===== src/rtl/xcvr_freq_meter_pkg.sv =====
// xcvr_freq_meter_pkg: CSR addresses, CTRL/STATUS bit positions and FSM states for xcvr_clkout_freq_meter
package xcvr_freq_meter_pkg;
  localparam logic [1:0] ADDR_CTRL   = 2'd0;
  localparam logic [1:0] ADDR_STATUS = 2'd1;
  localparam logic [1:0] ADDR_GATE   = 2'd2;
  localparam logic [1:0] ADDR_RESULT = 2'd3;
  localparam int CTRL_START = 0;
  localparam int CTRL_CONT  = 1;
  localparam int CTRL_ABORT = 2;
  localparam int ST_BUSY = 0;
  localparam int ST_DONE = 1;
  localparam int ST_OVF  = 2;
  typedef enum logic [1:0] {IDLE, GATE, DONE} state_e;
endpackage


===== src/rtl/xcvr_clkout_freq_meter_if.sv =====
// xcvr_clkout_freq_meter_if: Avalon-MM CSR bus (address, read, write, writedata, readdata) with master/slave modports
interface xcvr_clkout_freq_meter_if;
  logic [1:0]  avs_address;
  logic        avs_read;
  logic        avs_write;
  logic [31:0] avs_writedata;
  logic [31:0] avs_readdata;
  modport master (output avs_address, avs_read, avs_write, avs_writedata, input avs_readdata);
  modport slave (input avs_address, avs_read, avs_write, avs_writedata, output avs_readdata);
endinterface


===== src/rtl/xcvr_freq_meter_sync.sv =====
// xcvr_freq_meter_sync: two-flop synchroniser plus registered rising-edge detector (clk, reset_n, async_in -> rise_pulse)
module xcvr_freq_meter_sync (
  input  logic clk,
  input  logic reset_n,
  input  logic async_in,
  output logic rise_pulse
);
  logic [2:0] sync_q;
  logic       rise_q;
  always_ff @(posedge clk or negedge reset_n) begin
    if (!reset_n) begin
      sync_q <= '0;
      rise_q <= 1'b0;
    end else begin
      sync_q <= {sync_q[1:0], async_in};
      rise_q <= sync_q[1] & ~sync_q[2];
    end
  end
  assign rise_pulse = rise_q;
endmodule


===== src/rtl/xcvr_clkout_freq_meter.sv =====
// xcvr_clkout_freq_meter: gated edge-count frequency meter with Avalon-MM CSRs (clk, reset_n, sample_clk, avs slave, meas_done); continuous mode when XCVR_FREQ_METER_CONT_EN is defined
module xcvr_clkout_freq_meter
  import xcvr_freq_meter_pkg::*;
#(
  parameter int COUNT_W      = 32,
  parameter int GATE_W       = 32,
  parameter int DEFAULT_GATE = 100000
) (
  input  logic                            clk,
  input  logic                            reset_n,
  input  logic                            sample_clk,
  xcvr_clkout_freq_meter_if.slave         avs,
  output logic                            meas_done
);
  state_e               state_q, state_d;
  logic [GATE_W-1:0]    timer_q, timer_d, gate_q, gate_d, gate_load;
  logic [COUNT_W-1:0]   cnt_q, cnt_d, result_q, result_d;
  logic                 sat_q, sat_d, ovf_q, ovf_d, done_q, done_d, md_q, md_d;
  logic [31:0]          rdata_q, rdata_d, wdata;
  logic                 rise, wr_ctrl, wr_status, wr_gate, start, abort, restart, busy, cont_q;
  xcvr_freq_meter_sync u_sync (
    .clk       (clk),
    .reset_n   (reset_n),
    .async_in  (sample_clk),
    .rise_pulse(rise)
  );
  assign wdata     = avs.avs_writedata;
  assign wr_ctrl   = avs.avs_write && avs.avs_address == ADDR_CTRL;
  assign wr_status = avs.avs_write && avs.avs_address == ADDR_STATUS;
  assign wr_gate   = avs.avs_write && avs.avs_address == ADDR_GATE;
  assign abort     = wr_ctrl & wdata[CTRL_ABORT];
  assign start     = wr_ctrl & wdata[CTRL_START] & ~wdata[CTRL_ABORT];
  assign busy      = state_q != IDLE;
  assign gate_load = gate_q == '0 ? GATE_W'(1) : gate_q;
`ifdef XCVR_FREQ_METER_CONT_EN
  logic cont_d;
  assign cont_d = wr_ctrl ? wdata[CTRL_CONT] : cont_q;
  always_ff @(posedge clk or negedge reset_n) begin
    if (!reset_n) cont_q <= 1'b0;
    else cont_q <= cont_d;
  end
`else
  assign cont_q = 1'b0;
`endif
  always_comb begin
    state_d  = state_q;
    timer_d  = timer_q;
    cnt_d    = cnt_q;
    sat_d    = sat_q;
    result_d = result_q;
    ovf_d    = ovf_q;
    done_d   = done_q & ~(wr_status & wdata[ST_DONE]);
    restart  = 1'b0;
    case (state_q)
      IDLE: begin
        state_d = start ? GATE : IDLE;
        restart = start;
      end
      GATE: begin
        state_d = abort ? IDLE : timer_q == GATE_W'(1) ? DONE : GATE;
        timer_d = timer_q - 1'b1;
        if (rise) begin
          cnt_d = &cnt_q ? cnt_q : cnt_q + 1'b1;
          sat_d = sat_q | &cnt_q;
        end
      end
      DONE: begin
        state_d = !abort && cont_q ? GATE : IDLE;
        restart = !abort && cont_q;
        if (!abort) begin
          result_d = cnt_q;
          ovf_d    = sat_q;
          done_d   = 1'b1;
        end
      end
      default: state_d = IDLE;
    endcase
    if (restart) begin
      timer_d = gate_load;
      cnt_d   = '0;
      sat_d   = 1'b0;
    end
  end
  assign md_d    = state_q == DONE && !abort;
  assign gate_d  = wr_gate && !busy ? wdata[GATE_W-1:0] : gate_q;
  assign rdata_d = !avs.avs_read ? 32'd0 :
                   avs.avs_address == ADDR_CTRL   ? {30'd0, cont_q, 1'b0} :
                   avs.avs_address == ADDR_STATUS ? {29'd0, ovf_q, done_q, busy} :
                   avs.avs_address == ADDR_GATE   ? 32'(gate_q) : 32'(result_q);
  always_ff @(posedge clk or negedge reset_n) begin
    if (!reset_n) begin
      state_q  <= IDLE;
      timer_q  <= '0;
      cnt_q    <= '0;
      sat_q    <= 1'b0;
      result_q <= '0;
      ovf_q    <= 1'b0;
      done_q   <= 1'b0;
      md_q     <= 1'b0;
      gate_q   <= GATE_W'(DEFAULT_GATE);
      rdata_q  <= '0;
    end else begin
      state_q  <= state_d;
      timer_q  <= timer_d;
      cnt_q    <= cnt_d;
      sat_q    <= sat_d;
      result_q <= result_d;
      ovf_q    <= ovf_d;
      done_q   <= done_d;
      md_q     <= md_d;
      gate_q   <= gate_d;
      rdata_q  <= rdata_d;
    end
  end
  assign avs.avs_readdata = rdata_q;
  assign meas_done        = md_q;
endmodule


===== src/flat_wrapper.sv =====
// flat-port wrapper written by rule: the top's interface ports become plain ports
module xcvr_clkout_freq_meter_flat import xcvr_freq_meter_pkg::*;
#(
  parameter int COUNT_W      = 32,
  parameter int GATE_W       = 32,
  parameter int DEFAULT_GATE = 100000
)
  (clk, reset_n, sample_clk, meas_done, avs_avs_address, avs_avs_read, avs_avs_write, avs_avs_writedata, avs_avs_readdata);
  xcvr_clkout_freq_meter_if avs_i ();
  input  logic clk;
  input  logic reset_n;
  input  logic sample_clk;
  output logic meas_done;
  input wire logic [$bits(avs_i.avs_address)-1:0] avs_avs_address;
  input wire logic [$bits(avs_i.avs_read)-1:0] avs_avs_read;
  input wire logic [$bits(avs_i.avs_write)-1:0] avs_avs_write;
  input wire logic [$bits(avs_i.avs_writedata)-1:0] avs_avs_writedata;
  output wire logic [$bits(avs_i.avs_readdata)-1:0] avs_avs_readdata;
  assign avs_i.avs_address = avs_avs_address;
  assign avs_i.avs_read = avs_avs_read;
  assign avs_i.avs_write = avs_avs_write;
  assign avs_i.avs_writedata = avs_avs_writedata;
  assign avs_avs_readdata = avs_i.avs_readdata;
  xcvr_clkout_freq_meter #(.COUNT_W(COUNT_W), .GATE_W(GATE_W), .DEFAULT_GATE(DEFAULT_GATE)) u_core (.clk(clk), .reset_n(reset_n), .sample_clk(sample_clk), .avs(avs_i), .meas_done(meas_done));
endmodule

===== config.mk =====
export PLATFORM = sky130hd
export DESIGN_NAME = xcvr_clkout_freq_meter_flat
export DESIGN_NICKNAME = d
export VERILOG_FILES = /design/src/rtl/xcvr_freq_meter_pkg.sv /design/src/rtl/xcvr_clkout_freq_meter_if.sv /design/src/rtl/xcvr_freq_meter_sync.sv /design/src/rtl/xcvr_clkout_freq_meter.sv /design/src/flat_wrapper.sv
export SDC_FILE = /design/constraint.sdc
export NUM_CORES = 1
export LEC_CHECK = 0
export ABC_AREA = 1
export BUFFER_PORTS_ARGS = -buffer_cell sky130_fd_sc_hd__buf_2
export CAP_MARGIN = 15
export CORE_MARGIN = 1.5
export CORE_UTILIZATION = 45
export DETAILED_ROUTE_END_ITERATION = 12
export SYNTH_ARGS = -nofsm -noshare
export SYNTH_HDL_FRONTEND = slang
export SYNTH_SLANG_ARGS = --single-unit

===== constraint.sdc =====
create_clock -name clk -period 4.4 [get_ports clk]
set_input_delay 0.66 -clock clk [delete_from_list [all_inputs] [get_ports clk]]
set_output_delay 0.66 -clock clk [all_outputs]
set_load 0.1 [all_outputs]

==> results of run 1 <==
worst register-to-register path: stages (launching register included):
cell and delay, ns:
dfrtp_1 0.36, inv_1 0.04, nand2_1 0.13, nor3_1 0.08, nand2_2 0.38, buf_4 0.59
nand2_1 0.53, o21ai_0 0.30
registers in the layout (all words and copies together) (netlist names):
signal,cells
u_core.sat_q,1
u_core.timer_q,32
u_core.done_q,1
u_core.u_sync.sync_q,3
u_core.u_sync.rise_pulse,1
u_core.avs.avs_readdata,32
u_core.cnt_q,32
u_core.ovf_q,1
u_core.state_q,2
u_core.gate_q,32
u_core.meas_done,1
u_core.result_q,32
layout make-up:
type / count / area [µm²]
Sequential cell: 170 / 4262
Tap cell: 234 / 292.8
Clock buffer: 20 / 456.7
Fill cell: 1873 / 8939
Clock inverter: 12 / 137.6
Multi-Input combinational cell: 803 / 3656
Inverter: 100 / 375.4
Timing Repair Buffer: 81 / 461.7
Yosys cell counts (5+ instances only):
master	number	area (µm²)
dfstp_2	6	157.7
o21ai_0	97	485.5
o211ai_1	9	67.56
nor2_1	172	645.6
dfrtp_1	164	4104
nand2_1	308	1156
clkbuf_1	31	116.4
nand4_1	13	81.33
xor2_1	20	175.2
inv_1	98	367.9
nand3_1	73	365.4
a21oi_1	71	355.3
o22ai_1	5	31.28
o21ai_1	5	25.02
nor3_1	8	40.04
worst paths after layout:
kind,from,to,cells past startpoint
setup / recovery,u_core.state_q[0],u_core.cnt_q[1],7
setup reg to reg,u_core.state_q[0],u_core.cnt_q[1],7
max in group asynchronous,reset_n,u_core.gate_q[1],2
min in group clk,sample_clk,u_core.u_sync.sync_q[0],1
hold reg to reg,u_core.u_sync.sync_q[0],u_core.u_sync.sync_q[1],0
hold / removal,reset_n,u_core.timer_q[11],1
through the flow:
step | utilization (%) | cell area, µm²
CTS | 51.78 | 9622
detailed placement | 48.59 | 9027
global route | 51.89 | 9642
floorplan | - | 8483
finish | 51.89 | 9642
global placement | 48.59 | 9027
layer usage:
metal  vias to the layer above  track usage (%)  wire length, µm
met1                      3481            33.45            10590
met4                         0            6.925              402
met5                         -                0                0
met3                        33            4.239              811
met2                       149            41.25            11340
li1                       3700                -                -
power groups by stage:
stage / registers (mW) / clock network, mW / logic (mW)
after floorplan: 2.03 / 0 / 0.621
after global placement: 1.98 / 0 / 0.965
after detailed placement: 1.98 / 0 / 0.977
after CTS: 1.96 / 1.55 / 0.980
after global routing: 1.99 / 1.61 / 1.11
final: 1.96 / 1.53 / 0.978
kinds of logic after synthesis:
group	synth area share (%)
buf+inv	6.725
fa+ha+maj	0.4425
compound gates	11.93
simple gates	28.29
xor+xnor	2.375
flops	50.24
layout by cell type, fill, tap and decap left out, types with 3 or more instances in the layout:
cell type | netlist | routed
nand4_1 | 13 | 13
buf_2 | 3 | 70
dfstp_2 | 6 | 6
nor3_1 | 8 | 8
o21ai_1 | 5 | 5
ha_1 | 3 | 3
clkinvlp_4 | 0 | 5
nand2_2 | 2 | 4
o211ai_1 | 9 | 9
nand2_1 | 308 | 306
xor2_1 | 20 | 20
xnor2_1 | 3 | 3
o22ai_1 | 5 | 5
nand3_1 | 73 | 73
o21ai_0 | 97 | 97
dfrtp_1 | 164 | 164
inv_1 | 98 | 98
nor2_1 | 172 | 172
inv_6 | 0 | 3
o21bai_1 | 3 | 3
a21oi_1 | 71 | 71
clkbuf_16 | 0 | 17
buf_4 | 2 | 8
==> metrics.md, run 1 <==
| Metric | Value |
|---|---|
| Ys async rst share | 100.0% |
| Routed vias/inst | 5.185 |
| Maximum fanout along the worst path | 53 |
| Deepest clock path buffer count | 2 |
| DRT Pass-1 Iters | 5 |
| Final-stage net count | 1215 |
| Switching Share | 34.33% |
| Gr ovfl total | 0 |
| Largest net degree at the start of global routing | 95 |
| Starting Density | 45.66% |
| Site row count | 50 |
| Setup Buffers After CTS | 0 |
| IO Port Bufs | 71 |
| Internal Power | 2.935 mW |
| Final max-slew violation count | 0 |
| Chip Height | 140.3 µm |
| # IOs | 72 |
| CP endpoint kind | flip-flop |
| CTS Buf Count | 17 |
| Residual DRC count | 0 |
| Leakage power | 4.733 nW |
| Die width | 140.3 µm |
| ANT nets after route | 0 |
| HPWL after detailed placement | 16.56 mm |
| Crit path required time | 4.74 ns |
| Clk_skew | 0.008021 ns |
| Gpl congestion | 0.9335 |
| Vias in the first global route | 7058 |
| Synthesized flop and latch total | 170 |
| Post-Route WL | 23.14 mm |
| Routed len/inst | 16.30 µm |
| Combinational Power Share | 21.9% |
| Core area | 18580 µm² |
| Sequential share of the synthesized area | 50.24% |
| Slew margin rel. | 41.63% |
| Cts hold-fix bufs | 0 |
| Post-Place Worst Slack | 1.614 ns |
| Switching power | 1.535 mW |
| Hold crit path type | in2async |
| Worst path cell trace | inv_1 > nand2_1 > nor3_1 > nand2_2 > buf_4 > nand2_1 > o21ai_0 |
| CTS resizes | 0 |
| Worst Slack Setup Final | 1.880 ns |
| WP buf/inv | 2 |
| Clk slew on worst S/H paths | 0.06 ns |
| Clock share of power | 34.2% |
| H-Tree Depth | 4 |
| Antenna fix cells | 0 |
| Iteration-0 DRC Markers | 573 |
| Fin cells | 1420 |
| Max_cap viols | 0 |
| Post-synth EDFFs | 0 |
| DR vias | 7363 |
| R2R setup slack | 1.88 ns |
| Flop pwr share | 43.9% |
| Ys flop type | dfrtp_1 |
| Clock latency on the worst-skew pair | 0.43 ns |
| Fmax | 396.9 MHz |
| CTS tree | yes |
| Fraction of layout cells with a size suffix above 1 | 10.79% |
| Worst vdd rail ir drop | 0.0002750 V |
| Tmin final | 2.520 ns |
| Crit-path slowest cell | buf_4 |
| Area delta synth->final | 13.66% |
| Worst path arrival time | 2.86 ns |
| TNS Setup | 0 ns |
| Number of distinct library cells after synthesis | 34 |
| WS Path Type | reg2reg |
| Final setup fails | 0 |
| Avg Cell Area, Syn | 7.601 µm² |
| Final hold violations | 0 |
| Netlist Area Pre-Place | 8483 µm² |
| Status | finished, final reports clean |
| Total Routing Usage GR | 24.78% |
| Ys Warns | 0 |
| Sink Count | 170 |
| Delay of the slowest critical-path stage | 0.58 ns |
| Final hold slack | 0.3028 ns |
| Final Power | 4.470 mW |
| RSZ-0062 raised after global routing | false |
| Placed insts | 1387 |
| Worst path most repeated cell | nand2_1 |
| Synthesized Nets | 1158 |
| Die area | 19680 µm² |
| Crit-path leading delay family | simple AND/OR/NAND/NOR gates |
| Period utilization | 57.27% |
| CTS Root Cell | clkbuf_16 |
| Startpoint Class | flip-flop |
| First-pass GRT wire length | 37.51 mm |
| PwrDens | 463.6 nW/µm² |
| Initial antenna violation count | 0 |
| Syn Inst Count | 1116 |
| Slew @ Worst Pin | 0.8755 ns |
No activity file was read; power rests on OpenSTA's default activity.
==> run 2, diff against run 1 <==
==> constraint.sdc (replaced) <==
create_clock -name clk -period 2.64 [get_ports clk]
set_input_delay 0.396 -clock clk [delete_from_list [all_inputs] [get_ports clk]]
set_output_delay 0.396 -clock clk [all_outputs]
set_load 0.1 [all_outputs]
==> run 2 against run 1 <==
  * Global-route usage down 0.22 points
  * Sequential cell count stayed put
  * Via count rose by 0.27%
  * Clock-buffer cell count shrank 2
==> metrics.md, run 2 (same netlist as run 1, synthesis figures left out) <==
| Metric | Value |
|---|---|
| R2R depth | 11 |
| Max_cap viols | 0 |
| Startpoint Class | flip-flop |
| R2R setup slack | 0.52 ns |
| WP buf/inv | 2 |
| Slew @ Worst Pin | 0.6399 ns |
| Most frequent cells in the layout | 306 x nand2_1, 172 x nor2_1, 164 x dfrtp_1 |
| Sink Count | 170 |
| Fraction of layout cells with a size suffix above 1 | 11.24% |
| Final-stage net count | 1222 |
| Leakage power | 4.744 nW |
| PwrDens | 751.8 nW/µm² |
| Clock latency on the worst-skew pair | 0.43 ns |
| Delay of the slowest critical-path stage | 0.43 ns |
| Worst path arrival time | 2.43 ns |
| Worst Hold Path Cells | 1 |
| # IOs | 72 |
| Gr ovfl total | 0 |
| Maximum fanout along the worst path | 7 |
| Crit-path leading delay family | simple AND/OR/NAND/NOR gates |
| Final setup fails | 0 |
| First-pass GRT wire length | 37.35 mm |
| Routed len/inst | 16.23 µm |
| Iteration-0 DRC Markers | 492 |
| Area delta synth->final | 13.78% |
| Total Routing Usage GR | 24.56% |
| Clk_skew | 0.01051 ns |
| Clk slew on worst S/H paths | 0.07 ns |
| CTS Buf Count | 17 |
| HPWL after detailed placement | 16.68 mm |
| Crit path required time | 2.95 ns |
| Met3 usage | 3.966% |
| Fmax | 471.6 MHz |
| Worst path most repeated cell | nand2_1 |
| Die width | 140.3 µm |
| Worst vdd rail ir drop | 0.0004283 V |
| IO Port Bufs | 71 |
| Worst r2r src | u_core.timer_q[0] |
| Chip Height | 140.3 µm |
| Routed vias/inst | 5.177 |
| Initial antenna violation count | 0 |
| Final hold violations | 0 |
| Hold crit path type | in2reg |
| CTS tree | yes |
| Largest net degree at the start of global routing | 64 |
| M1 GR Usage | 32.72% |
| Status | finished, final reports clean |
| CP endpoint kind | flip-flop |
| Final max-slew violation count | 0 |
| CTS Root Cell | clkbuf_16 |
| DRT Pass-1 Iters | 5 |
| Post-route design area | 9652 µm² |
| Antenna fix cells | 0 |
| Most common library cell in the layout ignoring fill and taps | nand2_1 |
| Gpl congestion | 0.9015 |
| Fillers | 1812 |
| WS Path Type | reg2reg |
| Worst path cell trace | inv_1 > ha_1 > nand2_1 > nor2_1 > inv_1 > nor2_1 > nand2_1 > nand2_1 > nand2_1 > nand2_1 > nand2_1 |
| H-Tree Depth | 4 |
| DR vias | 7383 |
| RSZ-0062 raised after global routing | false |
| Vias in the first global route | 7223 |
| Slew margin rel. | 57.07% |
| Period utilization | 80.31% |
| Hold Path End | u_core.u_sync.sync_q[0] |
| Starting Density | 45.66% |
| ANT nets after route | 0 |
| Die area | 19680 µm² |
| GR peak layer | met2 |
| FF-to-FF End | u_core.timer_q[22] |
| Crit-path slowest cell | nor2_1 |
| Post-Route WL | 23.15 mm |
| Core area | 18580 µm² |
| Hold_sp | sample_clk |
| Placed inst area | 9092 µm² |
| Residual DRC count | 0 |
| Site row count | 50 |
| Deepest clock path buffer count | 2 |
| TNS Setup | 0 ns |
| Setup Buffers After CTS | 0 |
| M2 GR Usage | 41.58% |
| Tmin final | 2.120 ns |
==> run 2: changes by cell type in the layout (fill, tap and decap cells not counted), sizes merged <==
cell	change
inv	+3
clkbuf	-2
buf	+6
bufinv	-2
dlygate4sd3	+1
==> run 2: cell type report <==
class	instances	area (µm²)	area share, %
clock buffer	18	439.2	4.550
clock inverter	13	110.1	1.141
inverter	100	375.4	3.889
multi-input combinational	803	3656	37.88
sequential	170	4262	44.15
tap	234	292.8	3.033
timing repair buffer	88	516.7	5.354
==> run 2: repair_timing <==
item | CTS | global route
hold buffers | 1 | 0
endpoints found under the setup margin | 0 | 0
gates resized for setup | 0 | 0
hold endpoints to repair | 49 | 0
==> run 2: routing by layer <==
metal | up-vias | wire length (µm)
li1 | 3708 | -
met1 | 3533 | 10710
met2 | 122 | 11430
met3 | 20 | 684
met4 | 0 | 320
met5 | - | 0
==> run 2: how the worst max path moves through the flow <==
stage                            startpoint                 end  slack, ns  depth (start not counted)
after floorplan             u_core.cnt_q[0]     u_core.cnt_q[0]       0.83                         11
after global placement    u_core.timer_q[0]  u_core.timer_q[22]       0.58                         11
after detailed placement  u_core.timer_q[0]  u_core.timer_q[22]       0.53                         11
after CTS                 u_core.timer_q[0]  u_core.timer_q[22]       0.53                         11
after global routing      u_core.timer_q[0]  u_core.timer_q[22]       0.31                         11
final                     u_core.timer_q[0]  u_core.timer_q[22]       0.52                         11
==> run 2: power breakdown <==
part / switching (mW) / internal, mW
Clock: 1.10 / 1.25
Sequential: 0.310 / 2.96
Combinational: 1.16 / 0.481
==> run 2: worst register-to-register path, cell delays in order (launching register included) <==
cell and delay (ns):
dfrtp_1 0.40, inv_1 0.08, ha_1 0.21, nand2_1 0.13, nor2_1 0.43, inv_1 0.17, nor2_1 0.27, nand2_1 0.08
nand2_1 0.06, nand2_1 0.06, nand2_1 0.06, nand2_1 0.04
==> run 2: metrics by stage <==
stage / setup slack (ns) / cells / util, % / hold slack [ns] / total power, mW
after CTS: 0.5275 / 1426 / 51.95 / 0.05790 / 7.302
after floorplan: 0.8292 / 1116 / - / 0.1004 / 4.423
after global routing: 0.3136 / 1426 / 51.95 / 0.06126 / 7.676
after detailed placement: 0.5333 / 1394 / 48.94 / 0.3356 / 4.941
final: 0.5197 / 1426 / 51.95 / 0.07570 / 7.256
after global placement: 0.5756 / 1394 / 48.94 / 0.3379 / 4.913
